--- config.mk ---
export PLATFORM = sky130hd
export DESIGN_NAME = rf_read_arbiter
export DESIGN_NICKNAME = d
export VERILOG_FILES = /design/src/rtl/rf_read_arbiter.sv
export SDC_FILE = /design/constraint.sdc
export NUM_CORES = 1
export LEC_CHECK = 0
export ABC_AREA = 1
export CORE_AREA = 2 2 84 94
export DETAILED_ROUTE_END_ITERATION = 16
export DIE_AREA = 0 0 86 96
export PLACE_DENSITY = 0.43
export SLEW_MARGIN = 15
export SYNTH_ARGS = -nofsm -noshare
export SYNTH_HDL_FRONTEND = slang
export SYNTH_SLANG_ARGS = --single-unit
--- constraint.sdc ---
create_clock -name clk -period 2.5 [get_ports clk]
set_input_delay 0.5 -clock clk [delete_from_list [all_inputs] [get_ports clk]]
set_output_delay 0.5 -clock clk [all_outputs]
set_load 0.1 [all_outputs]
--- src/rtl/rf_read_arbiter.sv ---
// Round-robin arbiter for the shared register-file read port: registers the mux
// select at ISSUE, captures mux data at RETURN, with an optional exclusive-lock mode.
module rf_read_arbiter #(
   parameter int NUM_REQ = 3,
   parameter int ADDR_W  = 4,
   parameter int DATA_W  = 16
) (
   input  logic                      clk,
   input  logic                      reset_n,
   input  logic [NUM_REQ-1:0]        req,
   input  logic [NUM_REQ*ADDR_W-1:0] addr,
   input  logic [NUM_REQ-1:0]        lock,
   output logic [ADDR_W-1:0]         rf_sel,
   input  logic [DATA_W-1:0]         rf_data,
   output logic [NUM_REQ-1:0]        ack,
   output logic [DATA_W-1:0]         rdata,
   output logic                      busy,
   output logic                      dbg_locked
);

   localparam int IDX_W = $clog2(NUM_REQ);
   localparam logic [NUM_REQ-1:0] ONE_HOT0 = NUM_REQ'(1);

   typedef enum logic {ST_UNLOCKED, ST_LOCKED} lock_state_e;

   // Handshake: req[i] is held until ack[i] pulses for one cycle with rdata valid;
   // a req still high at the edge after the ack is treated as a fresh request.
   lock_state_e              state_q, state_d;
   logic [IDX_W-1:0]         lock_owner_q, lock_owner_d;
   logic [IDX_W-1:0]         owner_q, owner_d;
   logic [IDX_W-1:0]         last_grant_q, last_grant_d;
   logic                     issue_valid_q, issue_valid_d;
   logic [ADDR_W-1:0]        rf_sel_q, rf_sel_d;
   logic [DATA_W-1:0]        rdata_q, rdata_d;
   logic [NUM_REQ-1:0]       ack_q, ack_d;

   logic [NUM_REQ-1:0]       inflight;
   logic [NUM_REQ-1:0]       eligible;
   logic                     lock_hold;
   logic                     grant;
   logic [IDX_W-1:0]         winner;
   logic [IDX_W-1:0]         cand;

   always_ff @(posedge clk) begin
      if (!reset_n) begin
         state_q       <= ST_UNLOCKED;
         lock_owner_q  <= '0;
         owner_q       <= '0;
         last_grant_q  <= IDX_W'(NUM_REQ - 1);
         issue_valid_q <= 1'b0;
         rf_sel_q      <= '0;
         rdata_q       <= '0;
         ack_q         <= '0;
      end else begin
         state_q       <= state_d;
         lock_owner_q  <= lock_owner_d;
         owner_q       <= owner_d;
         last_grant_q  <= last_grant_d;
         issue_valid_q <= issue_valid_d;
         rf_sel_q      <= rf_sel_d;
         rdata_q       <= rdata_d;
         ack_q         <= ack_d;
      end
   end

   always_comb begin
      inflight      = issue_valid_q ? (ONE_HOT0 << owner_q) : '0;
      lock_hold     = (state_q == ST_LOCKED) && lock[lock_owner_q];
      eligible      = req & ~inflight;
      if (lock_hold) eligible = eligible & (ONE_HOT0 << lock_owner_q);

      // While locked, last_grant equals the lock owner, so a release searches from owner+1.
      grant  = 1'b0;
      winner = last_grant_q;
      cand   = '0;
      for (int k = 0; k < NUM_REQ; k++) begin
         cand = IDX_W'((int'(last_grant_q) + 1 + k) % NUM_REQ);
         if (!grant && eligible[cand]) begin
            grant  = 1'b1;
            winner = cand;
         end
      end

      state_d       = state_q;
      lock_owner_d  = lock_owner_q;
      owner_d       = owner_q;
      last_grant_d  = last_grant_q;
      rf_sel_d      = rf_sel_q;
      issue_valid_d = grant;

      if (grant) begin
         rf_sel_d = addr[int'(winner)*ADDR_W +: ADDR_W];
         owner_d  = winner;
         if (!lock_hold) last_grant_d = winner;
      end

      if (!lock_hold) begin
         state_d = ST_UNLOCKED;
         if (grant && lock[winner]) begin
            state_d      = ST_LOCKED;
            lock_owner_d = winner;
         end
      end

      ack_d   = issue_valid_q ? (ONE_HOT0 << owner_q) : '0;
      rdata_d = issue_valid_q ? rf_data : rdata_q;
   end

   assign rf_sel     = rf_sel_q;
   assign ack        = ack_q;
   assign rdata      = rdata_q;
   assign busy       = issue_valid_q;
   assign dbg_locked = (state_q == ST_LOCKED);

endmodule

# == Yosys cells after proc, flatten, opt, wreduce, memory -nomap -nowiden ==
# Cells that the tools add are included.
# op_classes
n_shift,3
div_mod_pow,3
bitwise,4
add_sub_neg,3
muxes,19
n_lt_le_gt_ge,5
n_reduce_logical,8
# op_table
cell,count
$mod A32 B3 Y32 const B,3
$add A32 B2 Y32 const B,1
$lt A2 B3 Y1 const B,5
$shiftx A12 B5 Y4,1
$bmux W1 S2,5
$mux W1,9
$and A3 B3 Y3,2
$mux W2,3
$mux W3,2
$shl A1 B2 Y3 const A,2
$add A3 B2 Y4 const B,1
$logic_and A1 B1 Y1,4
$reduce_and A2 Y1,2
$add A2 B1 Y3 const B,1
$not A3 Y3,1
$logic_not A1 Y1,2
$not A1 Y1,1
# totals
reg_bits,31
word_cells,53

# == Longest topological paths before layout ==
# Gate-level depths: netlist (run 1).
# logic_depth
depth_word,19
ltp_mapped,18

# == Least setup slack after synthesis (run 1) ==
# No wires, ideal clock.
# synth_path
kind,reg-to-reg
start,register issue_valid_q (netlist: busy)
end,register rf_sel_q[2] (netlist: rf_sel[2])
path_stages_with_launch,16
setup_time_ps,124
required_ps,2376
period_less_slack_ps,2534
setup_slack_ps,-34
t_arrival_ps,2411
cell_sequence,dfxtp_1 buf_2 a31oi_1 nand3_1 nand3_4 nand2_4 nand2_4 inv_4 nand2_8 inv_4 nand2_4 nand2_2 buf_6 nand2_1 o211ai_1 a21oi_2
# synth_via
elab_chain_cells,15
elab_cells_between_ends,22
classes_between,shift: 1; mux: 14; bitwise: 3; reduce/logical: 4
# synth_rtl
item,line,text
from (decl),32,"logic issue_valid_q, issue_valid_d;"
from (signal assigned),59,issue_valid_q <= issue_valid_d;
$mux W3 (*),--,
$not A3 Y3 (*),69,eligible = req & ~inflight;
$and A3 B3 Y3 (*),69,
$and A3 B3 Y3,70,if (lock_hold) eligible = eligible & (ONE_HOT0 << lock_owner_q);
$mux W3 (*),70,
$bmux W1 S2,78,if (!grant && eligible[cand]) begin
$mux W1 (implied by the code),78,
$mux W1,78,
$logic_not A1 Y1,78,
$logic_and A1 B1 Y1,78,
$mux W1,78,
$logic_not A1 Y1,78,
$logic_and A1 B1 Y1,78,
$mux W2,78,
$shiftx A12 B5 Y4,92,rf_sel_d = addr[int'(winner)*ADDR_W +: ADDR_W];
to (signal assigned),60,rf_sel_q <= rf_sel_d;
to (decl),33,"logic [ADDR_W-1:0] rf_sel_q, rf_sel_d;"
# Mark *: on every way between the ends. The rest lies on a longest branch, timed or not. The select of a mux whose other input is x is not followed.
# A chain may end at the register's enable or synchronous reset.

# == Worst setup path in the final report (run 1) ==
# layout_path
start,input lock[2]
end,register last_grant_q[1]
# layout_via
elab_chain_cells,14
elab_cells_between_ends,22
classes_between,mux: 15; bitwise: 1; reduce/logical: 6
# layout_rtl
item,line,text
from (decl),12,"input logic [NUM_REQ-1:0] lock,"
$bmux W1 S2 (*),68,lock_hold = (state_q == ST_LOCKED) && lock[lock_owner_q];
$mux W1 (implied by the code) (*),68,
$logic_and A1 B1 Y1 (*),68,
$mux W3,70,
$bmux W1 S2,78,
$mux W1 (implied by the code),78,
$mux W1,78,
$logic_not A1 Y1,78,
$logic_and A1 B1 Y1,78,
$mux W1,78,
$logic_not A1 Y1,78,
$logic_and A1 B1 Y1,78,
$mux W1,78,
$reduce_and A2 Y1 (no source line),--,
to (signal assigned),49,last_grant_q <= IDX_W'(NUM_REQ - 1);
to (signal assigned),58,last_grant_q <= last_grant_d;
to (decl),31,"logic [IDX_W-1:0] last_grant_q, last_grant_d;"
# Marks and branches as above.

==> flow_metrics.py, run 1 <==
metrics = {
    "detailed_routing": {
        "drt_pass1_iterations": 4,
        "drtIter0Drc": 45,
        "routed_wirelength_um": 4550,
        "detail_route.vias_per_cell": 4.23,
        "vias": 1655,
        "avgRoutedWirePerCell_um": 11.6,
        "drc": 0,
        "postRouteAntennaNets": 0,
    },
    "logic_synthesis": {
        "syn_nets": 264,
        "syn_area_per_cell_um2": 7.21,
        "async_flop_share": 0,
        "ys_seq_area_frac": 0.381,
        "synth_cell_types": 27,
        "ys_ff_latch": 31,
        "synthCells": 226,
        "synth_edf_count": 0,
        "syn_area_um2": 1630,
        "ys_warn_count": 0,
        "ys.flop_type": "dfxtp_1",
    },
    "clock_network": {
        "path_clk_slew_ps": 60,
        "htreeDepth": 2,
        "cts_tree": "yes",
        "cts_buffer_depth": 2,
        "numCtsBuffers": 5,
        "clkLatencyLatePin_ps": 270,
        "numClockSinks": 31,
        "cts_root_buf": "clkbuf_8",
    },
    "outcome": {
        "status": "complete, no violations",
    },
    "worst_hold_path": {
        "holdCritStartpoint": "owner_q[0]$_SDFFE_PN0P_",
        "hold-path-endpoint": "ack[0]$_SDFF_PN0_",
        "hold_depth": 1,
        "holdCritPathClass": "reg -> reg",
    },
    "setup_path": {
        "end_kind": "flip-flop",
        "crit_chain": "clkdlybuf4s50_1, nand3_1, nand3_2, nand3_1, nand3_2, nand3_4, nand2_4, nand2_4, inv_4, nand2_8, inv_4, nand2_4, nand2_4, nor2_2, buf_4, a21oi_1, nand2_1",
        "worst_ep_required_time_ps": 2670,
        "reg2reg_slack_ps": 380,
        "critPathSlowestCell": "clkdlybuf4s50_1",
        "r2r_start": "last_grant_q[0]$_SDFFE_PN0P_",
        "critPathKind": "in -> reg",
        "cpPeakStageDelay_ps": 490,
        "cp-start-kind": "input port",
        "path_max_fanout": 7,
        "reg2reg_to": "last_grant_q[1]$_SDFFE_PN1P_",
        "r2r_cells": 16,
        "worst_path_most_repeated_cell": "nand2_4",
        "arrival_ps": 2440,
    },
    "sta": {
        "slew_headroom": 0.661,
        "hold_viol": 0,
        "post-route-period-util": 0.908,
        "maxSlewViolCount": 0,
        "finalCriticalPeriod_ps": 2270,
        "rsz0062_at_grt": "no",
        "timing.fmax_mhz": 440,
        "worst_slew_pin_slew_ps": 505,
        "setup_viol": 0,
        "skew_ps": 2.31,
        "setup_tns_ps": 0,
    },
    "global_routing": {
        "overflow": 0,
        "antenna_found_initial": 0,
        "first_global_vias": 1727,
        "grt_pass1_wl_um": 7740,
        "grt_start_max_net_pins": 21,
        "grt_use_total": 0.119,
    },
    "layout": {
        "diodes": 0,
        "fill_cells": 783,
        "final_cell_mix": "buf_4, nor2_1, clkdlybuf4s50_1",
        "nNetsFinal": 342,
        "layout_commonest_cell": "buf_4",
        "area_growth_pct": 52.3,
        "drive_gt1_frac": 0.260,
        "design_area_um2": 2480,
    },
    "placement": {
        "place.gp.congestion": 0.750,
        "dpl.hpwl_um": 3680,
        "placement.io_buffers": 60,
        "placed_area_um2": 2370,
    },
    "die": {
        "initial_core_util": 0.223,
        "fp-row-count": 33,
        "dieArea_um2": 8260,
        "die_w_um": 86,
        "dieHeight_um": 96,
        "io_pins": 61,
        "core_area_um2": 7310,
    },
    "run": {
        "maxCapViolations": 0,
    },
}
[per-stage QoR]
stage / cells / setup slack [ps] / hold slack [ps] / util
detailed placement: 384 / -121 / 455 / 0.325
finish: 391 / 229 / 457 / 0.339
floorplan: 226 / 81.4 / 426 / -
CTS: 391 / 160 / 465 / 0.339
global route: 391 / 24.4 / 491 / 0.339
global placement: 384 / -90.5 / 460 / 0.325
[logic make-up (layout without fill, tap and decap cells)]
family / count (synthesis) / count (layout) / synth area share
AND/OR/NAND/NOR: 119 / 119 / 0.379
AO/OA/AOI/OAI: 39 / 39 / 0.135
buffers and inverters: 35 / 113 / 0.0891
flip-flops: 31 / 31 / 0.381
adder cells (fa/ha/maj): 2 / 2 / 0.0154
[repair_timing]
action,4_1_cts,5_1_grt
buffers inserted,0,0
hold endpoints to repair,0,0
endpoints found under the setup margin,0,1
hold buffers,0,0
gates resized for setup,0,1
[worst max-delay path by stage]
stage / endpoint / startpoint / depth (start not counted)
3_5_place_dp: lock_owner_q[0]$_SDFFE_PN0P_ / lock[2] / 17
3_3_place_gp: rf_sel[2]$_SDFFE_PN0P_ / lock[1] / 16
2_1_floorplan: rf_sel[2]$_SDFFE_PN0P_ / dbg_locked$_SDFFE_PN0P_ / 14
4_1_cts: lock_owner_q[0]$_SDFFE_PN0P_ / lock[2] / 17
5_1_grt: lock_owner_q[0]$_SDFFE_PN0P_ / req[1] / 16
6_report: last_grant_q[1]$_SDFFE_PN1P_ / lock[2] / 17
[per-layer routing]
metal  up-vias  share of wire  track usage
met2        43           0.49        0.209
met1       725           0.42        0.131
li1        883              -            -
met3         4          0.078       0.0463
met5         -              0            0
met4         0          0.011       0.0410
[flip-flops by register name (all words and copies together) (netlist names)]
| register | cells |
|---|---|
| rdata | 16 |
| rf_sel | 4 |
| ack | 3 |
| last_grant_q | 2 |
| lock_owner_q | 2 |
| owner_q | 2 |
| busy | 1 |
| dbg_locked | 1 |
[cells in the mapped netlist, types with 2 or more instances]
library cell / number / area [um2]
nor4_1: 2 / 12.5
dfxtp_1: 31 / 621
inv_4: 2 / 12.5
o21ai_0: 19 / 95.1
o211ai_1: 3 / 22.5
inv_1: 26 / 97.6
a31oi_1: 2 / 12.5
nand2_1: 33 / 124
nand2_4: 5 / 56.3
nand3_1: 21 / 105
o21ai_1: 4 / 20.0
nor2_2: 2 / 12.5
a21oi_1: 7 / 35.0
nand2_2: 8 / 50.1
a21oi_2: 3 / 26.3
clkbuf_1: 4 / 15.0
nand3_2: 6 / 60.1
nor2_1: 38 / 143
ha_1: 2 / 25.0
[worst max-delay path, delay by kind of cell]
family                 cells  cell delay, ps
buffers and inverters      4             750
and+or+nand+nor           12            1080
AOI/OAI and AO/OA          1             110
[cell type report]
class,count,area [um2],share of cell area
multi-input cells,160,868,0.350
repair buffers,77,666,0.268
flip-flops and latches,31,622,0.251
inverters,29,114,0.0459
well taps,87,109,0.0439
clock buffers,6,72.6,0.0292
clock inverters,1,30.0,0.0121
Power of run 1 is left out: the tool's default activity adds up to more than one toggle a clock period on the data nets, which glitch-free logic cannot reach.
==> run 2: changes to the inputs <==
- ABC_CLOCK_PERIOD_IN_PS: not set -> 2500
==> results of run 2 <==
The final DEF is identical to that of run 1; final timing and power are the same.
Power of run 2 is left out for the same reason.
==> run 3: changes to the inputs <==
- CELL_PAD_IN_SITES_DETAIL_PLACEMENT: not set -> 2
- CELL_PAD_IN_SITES_GLOBAL_PLACEMENT: not set -> 2
- PLACE_DENSITY: 0.43 -> 0.74
==> flow_metrics.py, run 3 (synthesis results as in run 1) <==
metrics = {
    "outcome": {
        "status": "complete, no violations",
    },
    "detailed_routing": {
        "drc": 0,
        "drtIter0Drc": 18,
        "avgRoutedWirePerCell_um": 14.3,
        "postRouteAntennaNets": 0,
        "vias": 1761,
        "routed_wirelength_um": 5550,
        "drt_pass1_iterations": 4,
        "detail_route.vias_per_cell": 4.53,
    },
    "sta": {
        "post-route-period-util": 0.945,
        "setup_viol": 0,
        "skew_ps": 5.74,
        "timing.fmax_mhz": 423,
        "hold_viol": 0,
        "finalCriticalPeriod_ps": 2360,
        "worst_slew_pin_slew_ps": 493,
        "slew_headroom": 0.669,
        "maxSlewViolCount": 0,
        "rsz0062_at_grt": "yes",
    },
    "clock_network": {
        "numCtsBuffers": 5,
        "cts_root_buf": "clkbuf_8",
        "postCtsResizedCells": 0,
        "postCtsSetupBuffers": 0,
        "htreeDepth": 2,
        "postCtsHoldBufs": 0,
        "numClockSinks": 31,
        "cts_buffer_depth": 2,
        "cts_tree": "yes",
        "path_clk_slew_ps": 70,
        "clkLatencyLatePin_ps": 290,
    },
    "layout": {
        "final_core_util": 0.342,
        "drive_gt1_frac": 0.272,
        "multi_input_area_um2": 893,
        "diodes": 0,
        "instances_no_fill": 389,
        "largest_register_ffs": 16,
        "layout_commonest_cell": "buf_4",
        "design_area_um2": 2500,
        "fill_cells": 842,
        "nNetsFinal": 339,
        "final_cell_mix": "buf_4, nor2_1, clkdlybuf4s50_1",
        "area_growth_pct": 53.4,
        "register_area_um2": 622,
    },
    "setup_path": {
        "arrival_ps": 2550,
        "worst_ep_required_time_ps": 2690,
        "end_kind": "flip-flop",
        "reg2reg_to": "dbg_locked$_SDFFE_PN0P_",
        "path_max_fanout": 4,
        "worst_path_most_repeated_cell": "nand3_1",
        "r2r_cells": 17,
        "crit_chain": "clkdlybuf4s50_1, nand3_1, nand3_2, nand3_1, nand3_2, o21ai_1, nand2_1, nand2_2, nand2_8, nand3_2, buf_4, nand3_1, nand2_1, nand2_2, nand3_1, nand2_1, inv_1",
        "reg2reg_slack_ps": 240,
        "cpPeakStageDelay_ps": 480,
        "r2r_start": "last_grant_q[0]$_SDFFE_PN0P_",
        "cp-start-kind": "input port",
        "critPathSlowestCell": "clkdlybuf4s50_1",
        "critPathKind": "in -> reg",
    },
    "worst_hold_path": {
        "holdCritStartpoint": "owner_q[0]$_SDFFE_PN0P_",
        "hold-path-endpoint": "ack[0]$_SDFF_PN0_",
        "holdCritPathClass": "reg -> reg",
        "hold_depth": 1,
    },
    "placement": {
        "placedCellCount": 381,
        "place.gp.congestion": 0.767,
        "placed_area_um2": 2350,
        "placement.io_buffers": 60,
        "dpl.hpwl_um": 4440,
    },
    "global_routing": {
        "grt_pass1_wl_um": 8840,
        "grt_start_max_net_pins": 19,
        "grt_use_total": 0.137,
        "overflow": 0,
        "first_global_vias": 1888,
        "use_met2": 0.257,
        "busiest_layer": "met2",
        "use_met3": 0.0420,
        "met1_usage": 0.146,
        "antenna_found_initial": 0,
    },
    "die": {
        "core_area_um2": 7310,
        "dieHeight_um": 96,
        "fp-row-count": 33,
        "die_w_um": 86,
        "initial_core_util": 0.223,
        "dieArea_um2": 8260,
        "io_pins": 61,
    },
    "run": {
        "maxCapViolations": 0,
    },
}
run 3: through the flow:
stage	TNS (ps)	setup slack, ps	hold slack (ps)
6_report	0	137	474
4_1_cts	0	89.2	484
2_1_floorplan	0	81.4	426
3_3_place_gp	-802	-122	463
5_1_grt	-56.5	-26.8	511
3_5_place_dp	-1510	-213	474
run 3: worst max path at each step:
| stage | slack [ps] | end | start |
|---|---|---|---|
| after global placement | -120 | lock_owner_q[0]$_SDFFE_PN0P_ | lock[2] |
| after detailed placement | -210 | rf_sel[2]$_SDFFE_PN0P_ | lock[1] |
| after global routing | -30 | rf_sel[0]$_SDFFE_PN0P_ | req[0] |
| after CTS | 90 | rf_sel[2]$_SDFFE_PN0P_ | lock[1] |
| final | 140 | dbg_locked$_SDFFE_PN0P_ | lock[1] |
| after floorplan | 80 | rf_sel[2]$_SDFFE_PN0P_ | dbg_locked$_SDFFE_PN0P_ |
run 3: layer usage:
| layer | vias to the layer above | wire length, um |
|---|---|---|
| li1 | 874 | - |
| met1 | 836 | 2270 |
| met2 | 44 | 2830 |
| met3 | 7 | 363 |
| met4 | 0 | 76 |
| met5 | - | 0 |
run 3: layout make-up:
class                      count  area share
inverter                      29      0.0456
clock inverter                 2      0.0140
timing repair buffer          74       0.257
clock buffer                   6      0.0330
sequential                    31       0.249
tap                           87      0.0436
multi-input combinational    160       0.358
run 3: critical path: cells and delay by family:
kind | cells | cell delay, ps
compound gates | 1 | 90
buf+inv | 3 | 670
simple gates | 13 | 1260
Power of run 3 is left out for the same reason.
